**src/rtl/core_control_pkg.sv**
```systemverilog
// core_control_pkg
// Shared types and constants for the multicycle control sequencer:
//   - RV32I major opcode encodings (7-bit) and their width
//   - state_t         : sequencer states
//   - alu_in1_t/2_t   : ALU operand mux selects
//   - ADDR_SEL_*/RD_SEL_* : memory address and rd write-back mux selects
//   - trap_cause_t    : cause code reported while trapped
package core_control_pkg;

   localparam int ISA_OPCODE_WIDTH = 7;

   localparam logic [ISA_OPCODE_WIDTH-1:0] OPC_LOAD     = 7'b0000011;
   localparam logic [ISA_OPCODE_WIDTH-1:0] OPC_MISC_MEM = 7'b0001111;
   localparam logic [ISA_OPCODE_WIDTH-1:0] OPC_OP_IMM   = 7'b0010011;
   localparam logic [ISA_OPCODE_WIDTH-1:0] OPC_AUIPC    = 7'b0010111;
   localparam logic [ISA_OPCODE_WIDTH-1:0] OPC_STORE    = 7'b0100011;
   localparam logic [ISA_OPCODE_WIDTH-1:0] OPC_OP       = 7'b0110011;
   localparam logic [ISA_OPCODE_WIDTH-1:0] OPC_LUI      = 7'b0110111;
   localparam logic [ISA_OPCODE_WIDTH-1:0] OPC_BRANCH   = 7'b1100011;
   localparam logic [ISA_OPCODE_WIDTH-1:0] OPC_JALR     = 7'b1100111;
   localparam logic [ISA_OPCODE_WIDTH-1:0] OPC_JAL      = 7'b1101111;
   localparam logic [ISA_OPCODE_WIDTH-1:0] OPC_SYSTEM   = 7'b1110011;

   typedef enum logic [3:0] {
      ST_START,
      ST_FETCH,
      ST_DECODE,
      ST_EXEC,
      ST_MEM,
      ST_JUMP,
      ST_PCINC,
      ST_HALTED,
      ST_TRAP
   } state_t;

   typedef enum logic [1:0] {
      ALU_IN1_RS1  = 2'd0,
      ALU_IN1_PC   = 2'd1,
      ALU_IN1_ZERO = 2'd2
   } alu_in1_t;

   typedef enum logic [1:0] {
      ALU_IN2_RS2  = 2'd0,
      ALU_IN2_IMM  = 2'd1,
      ALU_IN2_FOUR = 2'd2
   } alu_in2_t;

   localparam logic ADDR_SEL_PC  = 1'b0;
   localparam logic ADDR_SEL_ALU = 1'b1;
   localparam logic RD_SEL_ALU   = 1'b0;
   localparam logic RD_SEL_MEM   = 1'b1;

   typedef enum logic [1:0] {
      TRAP_IALIGN       = 2'd0,
      TRAP_ILLEGAL      = 2'd1,
      TRAP_LOAD_MALIGN  = 2'd2,
      TRAP_STORE_MALIGN = 2'd3
   } trap_cause_t;

endpackage

```
**src/rtl/core_control_fsm.sv**
```systemverilog
// core_control_fsm
// Multicycle sequencer for the RV32I core. Drives all datapath strobes and
// mux selects from the current state, the opcode held in IR and the memory /
// decoder status. Offers a debug halt/resume handshake at instruction
// boundaries and a sticky trap stop that only reset clears.
// Ports:
//   clk, rst_n                 clock, asynchronous active-low reset
//   opcode                     opcode of the instruction in IR
//   invalid_inst, ialign       decoder status
//   mem_complete_read/write    memory handshake completion
//   mem_malign                 memory access misaligned
//   branch_taken               comparator result for BRANCH
//   halt_req, resume_req       debug request levels
//   write_pc/ir/rd, mem_read/write, addr_sel, rd_sel, alu_insel1/2
//                              combinational control strobes/selects
//   halted, trap, trap_cause   state-decoded status outputs
module core_control_fsm
   import core_control_pkg::*;
(
   input  logic                        clk,
   input  logic                        rst_n,
   input  logic [ISA_OPCODE_WIDTH-1:0] opcode,
   input  logic                        invalid_inst,
   input  logic                        ialign,
   input  logic                        mem_complete_read,
   input  logic                        mem_complete_write,
   input  logic                        mem_malign,
   input  logic                        branch_taken,
   input  logic                        halt_req,
   input  logic                        resume_req,
   output logic                        write_pc,
   output logic                        write_ir,
   output logic                        write_rd,
   output logic                        mem_read,
   output logic                        mem_write,
   output logic                        addr_sel,
   output logic                        rd_sel,
   output logic [1:0]                  alu_insel1,
   output logic [1:0]                  alu_insel2,
   output logic                        halted,
   output logic                        trap,
   output logic [1:0]                  trap_cause
);

   state_t      state_q, state_d;
   trap_cause_t cause_q, cause_d;
   // High in the first cycle spent in a state; misalignment is only sampled
   // then, before any memory request is outstanding.
   logic        first_q, first_d;
   alu_in1_t    in1;
   alu_in2_t    in2;

   // Every entry into FETCH is an instruction boundary where a halt lands.
   function automatic state_t next_fetch(input logic halt);
      return halt ? ST_HALTED : ST_FETCH;
   endfunction

   always_comb begin
      state_d   = state_q;
      cause_d   = cause_q;
      write_pc  = 1'b0;
      write_ir  = 1'b0;
      write_rd  = 1'b0;
      mem_read  = 1'b0;
      mem_write = 1'b0;
      addr_sel  = ADDR_SEL_PC;
      rd_sel    = RD_SEL_ALU;
      in1       = ALU_IN1_RS1;
      in2       = ALU_IN2_RS2;

      case (state_q)
         ST_START: state_d = next_fetch(halt_req);

         ST_FETCH: begin
            if (first_q && ialign) begin
               state_d = ST_TRAP;
               cause_d = TRAP_IALIGN;
            end else begin
               mem_read = 1'b1;
               addr_sel = ADDR_SEL_PC;
               if (mem_complete_read) begin
                  write_ir = 1'b1;
                  state_d  = ST_DECODE;
               end
            end
         end

         ST_DECODE: begin
            if (invalid_inst) begin
               state_d = ST_TRAP;
               cause_d = TRAP_ILLEGAL;
            end else begin
               state_d = ST_EXEC;
            end
         end

         ST_EXEC: begin
            state_d = ST_PCINC;
            case (opcode)
               OPC_OP: write_rd = 1'b1;
               OPC_OP_IMM: begin
                  in2      = ALU_IN2_IMM;
                  write_rd = 1'b1;
               end
               OPC_LUI: begin
                  in1      = ALU_IN1_ZERO;
                  in2      = ALU_IN2_IMM;
                  write_rd = 1'b1;
               end
               OPC_AUIPC: begin
                  in1      = ALU_IN1_PC;
                  in2      = ALU_IN2_IMM;
                  write_rd = 1'b1;
               end
               OPC_LOAD, OPC_STORE: begin
                  in2      = ALU_IN2_IMM;
                  addr_sel = ADDR_SEL_ALU;
                  state_d  = ST_MEM;
               end
               OPC_JAL, OPC_JALR: begin
                  // Link value PC+4 is written before PC is redirected.
                  in1      = ALU_IN1_PC;
                  in2      = ALU_IN2_FOUR;
                  write_rd = 1'b1;
                  rd_sel   = RD_SEL_ALU;
                  state_d  = ST_JUMP;
               end
               OPC_BRANCH: begin
                  if (branch_taken) state_d = ST_JUMP;
               end
               default: ; // MISC_MEM, SYSTEM: nothing to do but advance PC
            endcase
         end

         ST_MEM: begin
            in2      = ALU_IN2_IMM;
            addr_sel = ADDR_SEL_ALU;
            if (first_q && mem_malign) begin
               state_d = ST_TRAP;
               cause_d = (opcode == OPC_STORE) ? TRAP_STORE_MALIGN : TRAP_LOAD_MALIGN;
            end else if (opcode == OPC_STORE) begin
               mem_write = 1'b1;
               if (mem_complete_write) state_d = ST_PCINC;
            end else begin
               mem_read = 1'b1;
               if (mem_complete_read) begin
                  write_rd = 1'b1;
                  rd_sel   = RD_SEL_MEM;
                  state_d  = ST_PCINC;
               end
            end
         end

         ST_JUMP: begin
            in1      = (opcode == OPC_JALR) ? ALU_IN1_RS1 : ALU_IN1_PC;
            in2      = ALU_IN2_IMM;
            write_pc = 1'b1;
            state_d  = next_fetch(halt_req);
         end

         ST_PCINC: begin
            in1      = ALU_IN1_PC;
            in2      = ALU_IN2_FOUR;
            write_pc = 1'b1;
            state_d  = next_fetch(halt_req);
         end

         ST_HALTED: begin
            // Halt has priority when both requests are high.
            if (resume_req && !halt_req) state_d = ST_FETCH;
         end

         ST_TRAP: ; // sticky until reset

         default: state_d = ST_START;
      endcase

      first_d = (state_d != state_q);
   end

   always_ff @(posedge clk or negedge rst_n) begin
      if (!rst_n) begin
         state_q <= ST_START;
         cause_q <= TRAP_IALIGN;
         first_q <= 1'b1;
      end else begin
         state_q <= state_d;
         cause_q <= cause_d;
         first_q <= first_d;
      end
   end

   assign alu_insel1 = in1;
   assign alu_insel2 = in2;
   assign halted     = (state_q == ST_HALTED);
   assign trap       = (state_q == ST_TRAP);
   assign trap_cause = (state_q == ST_TRAP) ? cause_q : TRAP_IALIGN;

endmodule
```
**config.mk**
```make
export PLATFORM = sky130hd
export DESIGN_NAME = core_control_fsm
export DESIGN_NICKNAME = d
export VERILOG_FILES = /design/src/rtl/core_control_pkg.sv /design/src/rtl/core_control_fsm.sv
export SDC_FILE = /design/constraint.sdc
export NUM_CORES = 1
export LEC_CHECK = 0
export CAP_MARGIN = 15
export CORE_MARGIN = 4
export CORE_UTILIZATION = 44
export CTS_CLUSTER_DIAMETER = 150
export CTS_CLUSTER_SIZE = 14
export DETAILED_ROUTE_END_ITERATION = 10
export PLACE_DENSITY = 0.83
export SYNTH_ARGS = -nofsm -noshare
export SYNTH_HDL_FRONTEND = slang
export SYNTH_SLANG_ARGS = --single-unit
```
**constraint.sdc**
```tcl
create_clock -name clk -period 4.3 [get_ports clk]
set_clock_uncertainty 0.05 [all_clocks]
set_input_delay 0.43 -clock clk [delete_from_list [all_inputs] [get_ports clk]]
set_output_delay 0.43 -clock clk [all_outputs]
set_load 0.1 [all_outputs]
```
==> out/metrics.cfg, run 1 <==
[die]
std_cell_rows = 14
die_x_um = 49.1
dieArea_mm2 = 0.00241
die_h_um = 49.1
core_area_mm2 = 0.00156
ios = 32
start_util_pct = 47.8

[global_routing]
overflow = 0
grt_max_degree = 16
grt_pass1_vias = 768
antenna_found_initial = 0
grt_first_pass_wirelength_mm = 3.58
grt_usage_pct = 18.2

[power_and_ir_drop]
p_per_area_mw_per_mm2 = 710
ir_drop_uv = 388
p_leak_nw = 0.460

[setup_path]
critical_path.endpoint_type = output pin
worstPathCellList = clkdlybuf4s50_1 -> and4bb_2 -> nand3_1 -> and3_1 -> or2_2 -> clkdlybuf4s50_1
worstReg2RegStart = state_q[0]
slowest_stage = clkdlybuf4s50_1
crit_buf_inv = 2
path_delay_family = buffers and inverters
cp_max_fo = 5
path_class = primary input to output pin
cp-start-kind = primary input
r2r_end = cause_q[0]
cp.arrival_ns = 2.88
required_ns = 3.82
slowest_delay_ns = 0.97
reg2reg_slack_ns = 2.32
r2r_cells = 5
crit_top_cell = clkdlybuf4s50_1

[final_layout]
diodes = 0
area_growth_syn_to_layout_pct = 43.0
final_area_mm2 = 0.00106
fin_nets = 143
instances_no_fill = 141
drive_gt1_share_pct = 15.2

[sta]
tns_ns = 0
slew_viol_final = 0
clock.fmax_ghz = 0.298
rsz0062_at_grt = no
min_period_ns = 3.36
tightest_slew_ns = 0.982
hold_viol = 0
setup_viol = 0
hold_ws_ns = 0.388
setup_slack_ns = 0.940
max-slew-margin-rel_pct = 34.3
period_share_pct = 78.1

[synth]
synth_top_area_share_pct = 20.2
yosysTopAreaCell = dfrtp_1
synth_most_common_cell = nand2_1
avgSynthCellArea_um2 = 7.84
synth_edf_count = 0
synthCells = 95
ys_types = 46
synthTopCellsByCount = nand2_1 (9), nor2_1 (7), dfrtp_1 (6)
netlist_area_um2 = 744
yosys-top-cells-area = dfrtp_1 (20%), nand2_1 (4.5%), and3_1 (4.2%)
synth_nets = 112
async_flop_share_pct = 100
synth-main-ff-cell = dfrtp_1
synth_warnings = 0
ys_seq_area_share_pct = 23.7
yosys_register_bits = 7

[clock_tree]
cts_htree_levels = 1
cts_tree = built
cts_buffer_depth = 2
post-cts-setup-buffer-count = 0
hold_buffers = 0
cts_num_sinks = 7
clockRootBuffer = clkbuf_4
clkLatencyLatePin_ns = 0.24
clk_pin_slew_worst_paths_ns = 0.05
cts_resized = 0
numCtsBuffers = 3

[placement]
portBuffers = 31
post_dp_cell_area_mm2 = 0.00104
preCtsSetupSlack_ns = 0.937
gp_congestion = 0.822
dp.cells = 137
hpwlAfterDp_mm = 1.67

[status]
status = completed

[detailed_routing]
antenna_left = 0
post_drt_wl_per_cell_um = 14.8
drtPass1Iterations = 4
vias = 847
drt_iter0_drc = 15
drt_wl_total_mm = 2.09
drc = 0
vias_per_cell = 6.01

[min_path]
hp-class = primary input to async pin

[run]
maxCapViolations = 0

## through the flow
stage	utilization [%]	total power, W
4_1_cts	68.3	0.000760
5_1_grt	68.3	0.000807
3_5_place_dp	66.6	0.000699
2_1_floorplan	-	0.000585
3_3_place_gp	66.6	0.000695
6_report	68.3	0.000755
## worst register-to-register path: stages (launching register included)
cell and delay, ns:
dfrtp_1 0.59, and2b_2 0.28, a32oi_1 0.10, or2_1 0.25, a21oi_1 0.24, mux2_1 0.35
## sequential cells by signal, indices dropped and copies added, names as in the netlist
name	cells
cause_q	2
first_q	1
state_q	4
## layout by cell type (no fill, tap or decap), types with 3 or more instances in the layout
cell type,synthesis,routed
a21oi_1,4,4
and3_1,5,5
buf_4,0,7
clkbuf_4,0,3
clkdlybuf4s50_1,0,24
dfrtp_1,6,6
inv_1,4,4
nand2_1,9,9
nand2b_1,3,3
nand3_1,5,5
nand4_1,3,3
nor2_1,7,7
## metal layers
layer	GRT usage (%)	part of all wire (%)
met5	0	0
met4	5.69	0.77
met2	31.5	48
met3	3.06	6.7
met1	22.7	44
## power by group
part           total (W)  switching (W)  internal [W]
logic           0.000537       0.000355      0.000182
clock network  0.0000576      0.0000223     0.0000353
registers       0.000161      0.0000652     0.0000959
## how the worst max path moves through the flow
stage	cells after the start	slack [ns]	endpoint	startpoint
6_report	6	0.94	write_rd	opcode[3]
5_1_grt	6	0.77	write_rd	state_q[3]
4_1_cts	6	0.93	write_rd	opcode[3]
3_5_place_dp	6	0.94	write_rd	opcode[3]
3_3_place_gp	6	0.95	write_rd	opcode[3]
2_1_floorplan	3	0.76	addr_sel	opcode[6]
## cells by family (layout without fill, tap and decap cells)
logic type | Yosys count | count (layout) | share of synthesized area (%)
buf+inv | 9 | 39 | 5.21
flops | 7 | 7 | 23.7
simple gates | 46 | 46 | 35.5
compound gates | 30 | 30 | 31.6
xor+xnor | 1 | 1 | 1.18
mux | 2 | 2 | 2.86
## area by class of cell
cell class	count	area [µm²]
multi-input combinational	79	534
fill	147	494
timing repair buffer	31	293
sequential	7	176
clock buffer	4	26.3
tap	16	20.0
inverter	4	15.0
Power figures use the tool's default switching activity.
==> run 2, diff against run 1 <==
--- a/config.mk
+++ b/config.mk
@@ -7,11 +7,11 @@
 export LEC_CHECK = 0
 export CAP_MARGIN = 15
 export CORE_MARGIN = 4
-export CORE_UTILIZATION = 44
+export CORE_UTILIZATION = 41
 export CTS_CLUSTER_DIAMETER = 150
 export CTS_CLUSTER_SIZE = 14
 export DETAILED_ROUTE_END_ITERATION = 10
-export PLACE_DENSITY = 0.83
+export PLACE_DENSITY = 0.78
 export SYNTH_ARGS = -nofsm -noshare
 export SYNTH_HDL_FRONTEND = slang
 export SYNTH_SLANG_ARGS = --single-unit
==> constraint.sdc (replaced) <==
create_clock -name clk -period 3.5 [get_ports clk]
set_clock_uncertainty 0.05 [all_clocks]
set_input_delay 0.35 -clock clk [delete_from_list [all_inputs] [get_ports clk]]
set_output_delay 0.35 -clock clk [all_outputs]
set_load 0.1 [all_outputs]
==> run 2 against run 1 <==
Combinational power grew 22%. Routed wire length increased by 0.96%. Utilization is 7.1 points lower.
==> out/metrics.cfg, run 2 (synthesis gave the netlist of run 1 again) <==
[detailed_routing]
vias = 830  ; -2.0%
vias_per_cell = 5.53  ; -7.9%
antenna_left = 0  ; unchanged
post_drt_wl_per_cell_um = 14.1  ; -5.1%
drt_wl_total_mm = 2.11  ; +0.96%
drtPass1Iterations = 4  ; unchanged
drt_iter0_drc = 16  ; +1
drc = 0  ; unchanged

[die]
core_area_mm2 = 0.00173  ; +11%
dieArea_mm2 = 0.00256  ; +6.1%
std_cell_rows = 15  ; +1
die_h_um = 50.6  ; +3.0%
ios = 32  ; unchanged
die_x_um = 50.6  ; +3.0%
start_util_pct = 43.1  ; -4.6 points

[sta]
setup_viol = 0  ; unchanged
period_share_pct = 72.8
min_period_ns = 2.55
setup_slack_ns = 0.951  ; +0.0114 ns
rsz0062_at_grt = no
tns_ns = 0  ; unchanged
slew_viol_final = 0  ; unchanged
hold_viol = 0  ; unchanged
max-slew-margin-rel_pct = 70.9  ; +37 points
hold_ws_ns = 0.309  ; -0.0789 ns
tightest_slew_ns = 0.436  ; -0.546 ns
clock.fmax_ghz = 0.392

[setup_path]
cp_max_fo = 5  ; unchanged
r2r_end = cause_q[0]
r2r_cells = 5  ; unchanged
critical_path.endpoint_type = output pin
reg2reg_slack_ns = 1.53  ; -0.79 ns
path_class = primary input to output pin
worstReg2RegStart = state_q[0]
required_ns = 3.10  ; -0.72 ns
cp.arrival_ns = 2.15  ; -0.73 ns
cp-start-kind = primary input

[global_routing]
grt_pass1_vias = 825  ; +7.4%
overflow = 0  ; unchanged
grt_first_pass_wirelength_mm = 3.51  ; -2.1%
antenna_found_initial = 0  ; unchanged
grt_usage_pct = 17.5  ; -0.69 points
grt_max_degree = 16  ; unchanged

[clock_tree]
cts_htree_levels = 1  ; unchanged
cts_resized = 0  ; unchanged
cts_num_sinks = 7  ; unchanged
clkLatencyLatePin_ns = 0.24  ; about the same
hold_buffers = 0  ; unchanged
cts_tree = built
post-cts-setup-buffer-count = 0  ; unchanged
clk_pin_slew_worst_paths_ns = 0.05  ; about the same
clockRootBuffer = clkbuf_4
cts_buffer_depth = 2  ; unchanged
numCtsBuffers = 3  ; unchanged

[min_path]
hp-class = primary input to async pin

[placement]
portBuffers = 31  ; unchanged
gp_congestion = 0.806  ; -2.0%
hpwlAfterDp_mm = 1.73  ; +3.3%
preCtsSetupSlack_ns = 0.960  ; +0.0237 ns
post_dp_cell_area_mm2 = 0.00103  ; -0.84%

[status]
status = completed

[run]
maxCapViolations = 0  ; unchanged

[final_layout]
drive_gt1_share_pct = 21.6  ; +6.4 points
fin_nets = 143  ; unchanged
largest_reg_flops = 4  ; unchanged
top_register = state_q
final_area_mm2 = 0.00106  ; -0.82%
final_common_cell = clkdlybuf4s50_1
utilization_pct = 61.2  ; -7.1 points
layout_common_cells = clkdlybuf4s50_1 (16), buf_4 (15), nand2_1 (9)
area_growth_syn_to_layout_pct = 41.8
largestRegisters = state_q: 4 flops, cause_q: 2 flops, first_q: 1 flops
diodes = 0  ; unchanged

[power_and_ir_drop]
p_per_area_mw_per_mm2 = 871  ; +23%
p_leak_nw = 0.475  ; +3.4%
ir_drop_uv = 549  ; +41%

-- run 2: cell types whose count changed in the layout (fill, tap and decap cells not counted) --
cell	delta
buf_4	+8
clkdlybuf4s50_1	-8
-- run 2: area by class of cell --
| class | instances | area, µm² |
|---|---|---|
| sequential | 7 | 176 |
| timing repair buffer | 31 | 273 |
| clock buffer | 4 | 26.3 |
| fill | 176 | 671 |
| tap | 25 | 31.3 |
| inverter | 4 | 15.0 |
| multi-input combinational | 79 | 534 |
-- run 2: metrics by stage --
step | cells | total power (W)
final | 150 | 0.000920
after global routing | 150 | 0.000988
after CTS | 150 | 0.000928
after detailed placement | 146 | 0.000854
after global placement | 146 | 0.000849
after floorplan | 95 | 0.000719
-- run 2: critical path, stage by stage --
cell and delay, ns:
clkdlybuf4s50_1 0.45, and4bb_2 0.37, nand3_1 0.20, and3_1 0.25
or2_2 0.29, buf_4 0.23
-- run 2: worst max path at each step --
| stage | slack [ns] | to | cells after the start | from |
|---|---|---|---|---|
| after floorplan | 0.08 | addr_sel | 3 | state_q[2] |
| after global placement | 0.97 | write_rd | 6 | opcode[3] |
| after detailed placement | 0.96 | write_rd | 6 | opcode[3] |
| after CTS | 0.96 | write_rd | 6 | opcode[3] |
| after global routing | 0.88 | write_rd | 6 | opcode[3] |
| final | 0.95 | write_rd | 6 | opcode[3] |
-- run 2: metal layers --
layer | global-route usage (%) | wire [µm] | share of wire, % | vias to the layer above
met5 | 0 | 0 | 0 | -
met4 | 5.38 | 0 | 0 | 0
met3 | 2.97 | 106 | 5.0 | 0
met1 | 20.2 | 905 | 43 | 381
met2 | 32.4 | 1100 | 52 | 25
li1 | - | - | - | 424
-- run 2: power breakdown --
group          internal (W)  switching (W)   total, W
clock             0.0000432      0.0000258  0.0000690
combinational      0.000217       0.000436   0.000653
sequential         0.000118      0.0000797   0.000198
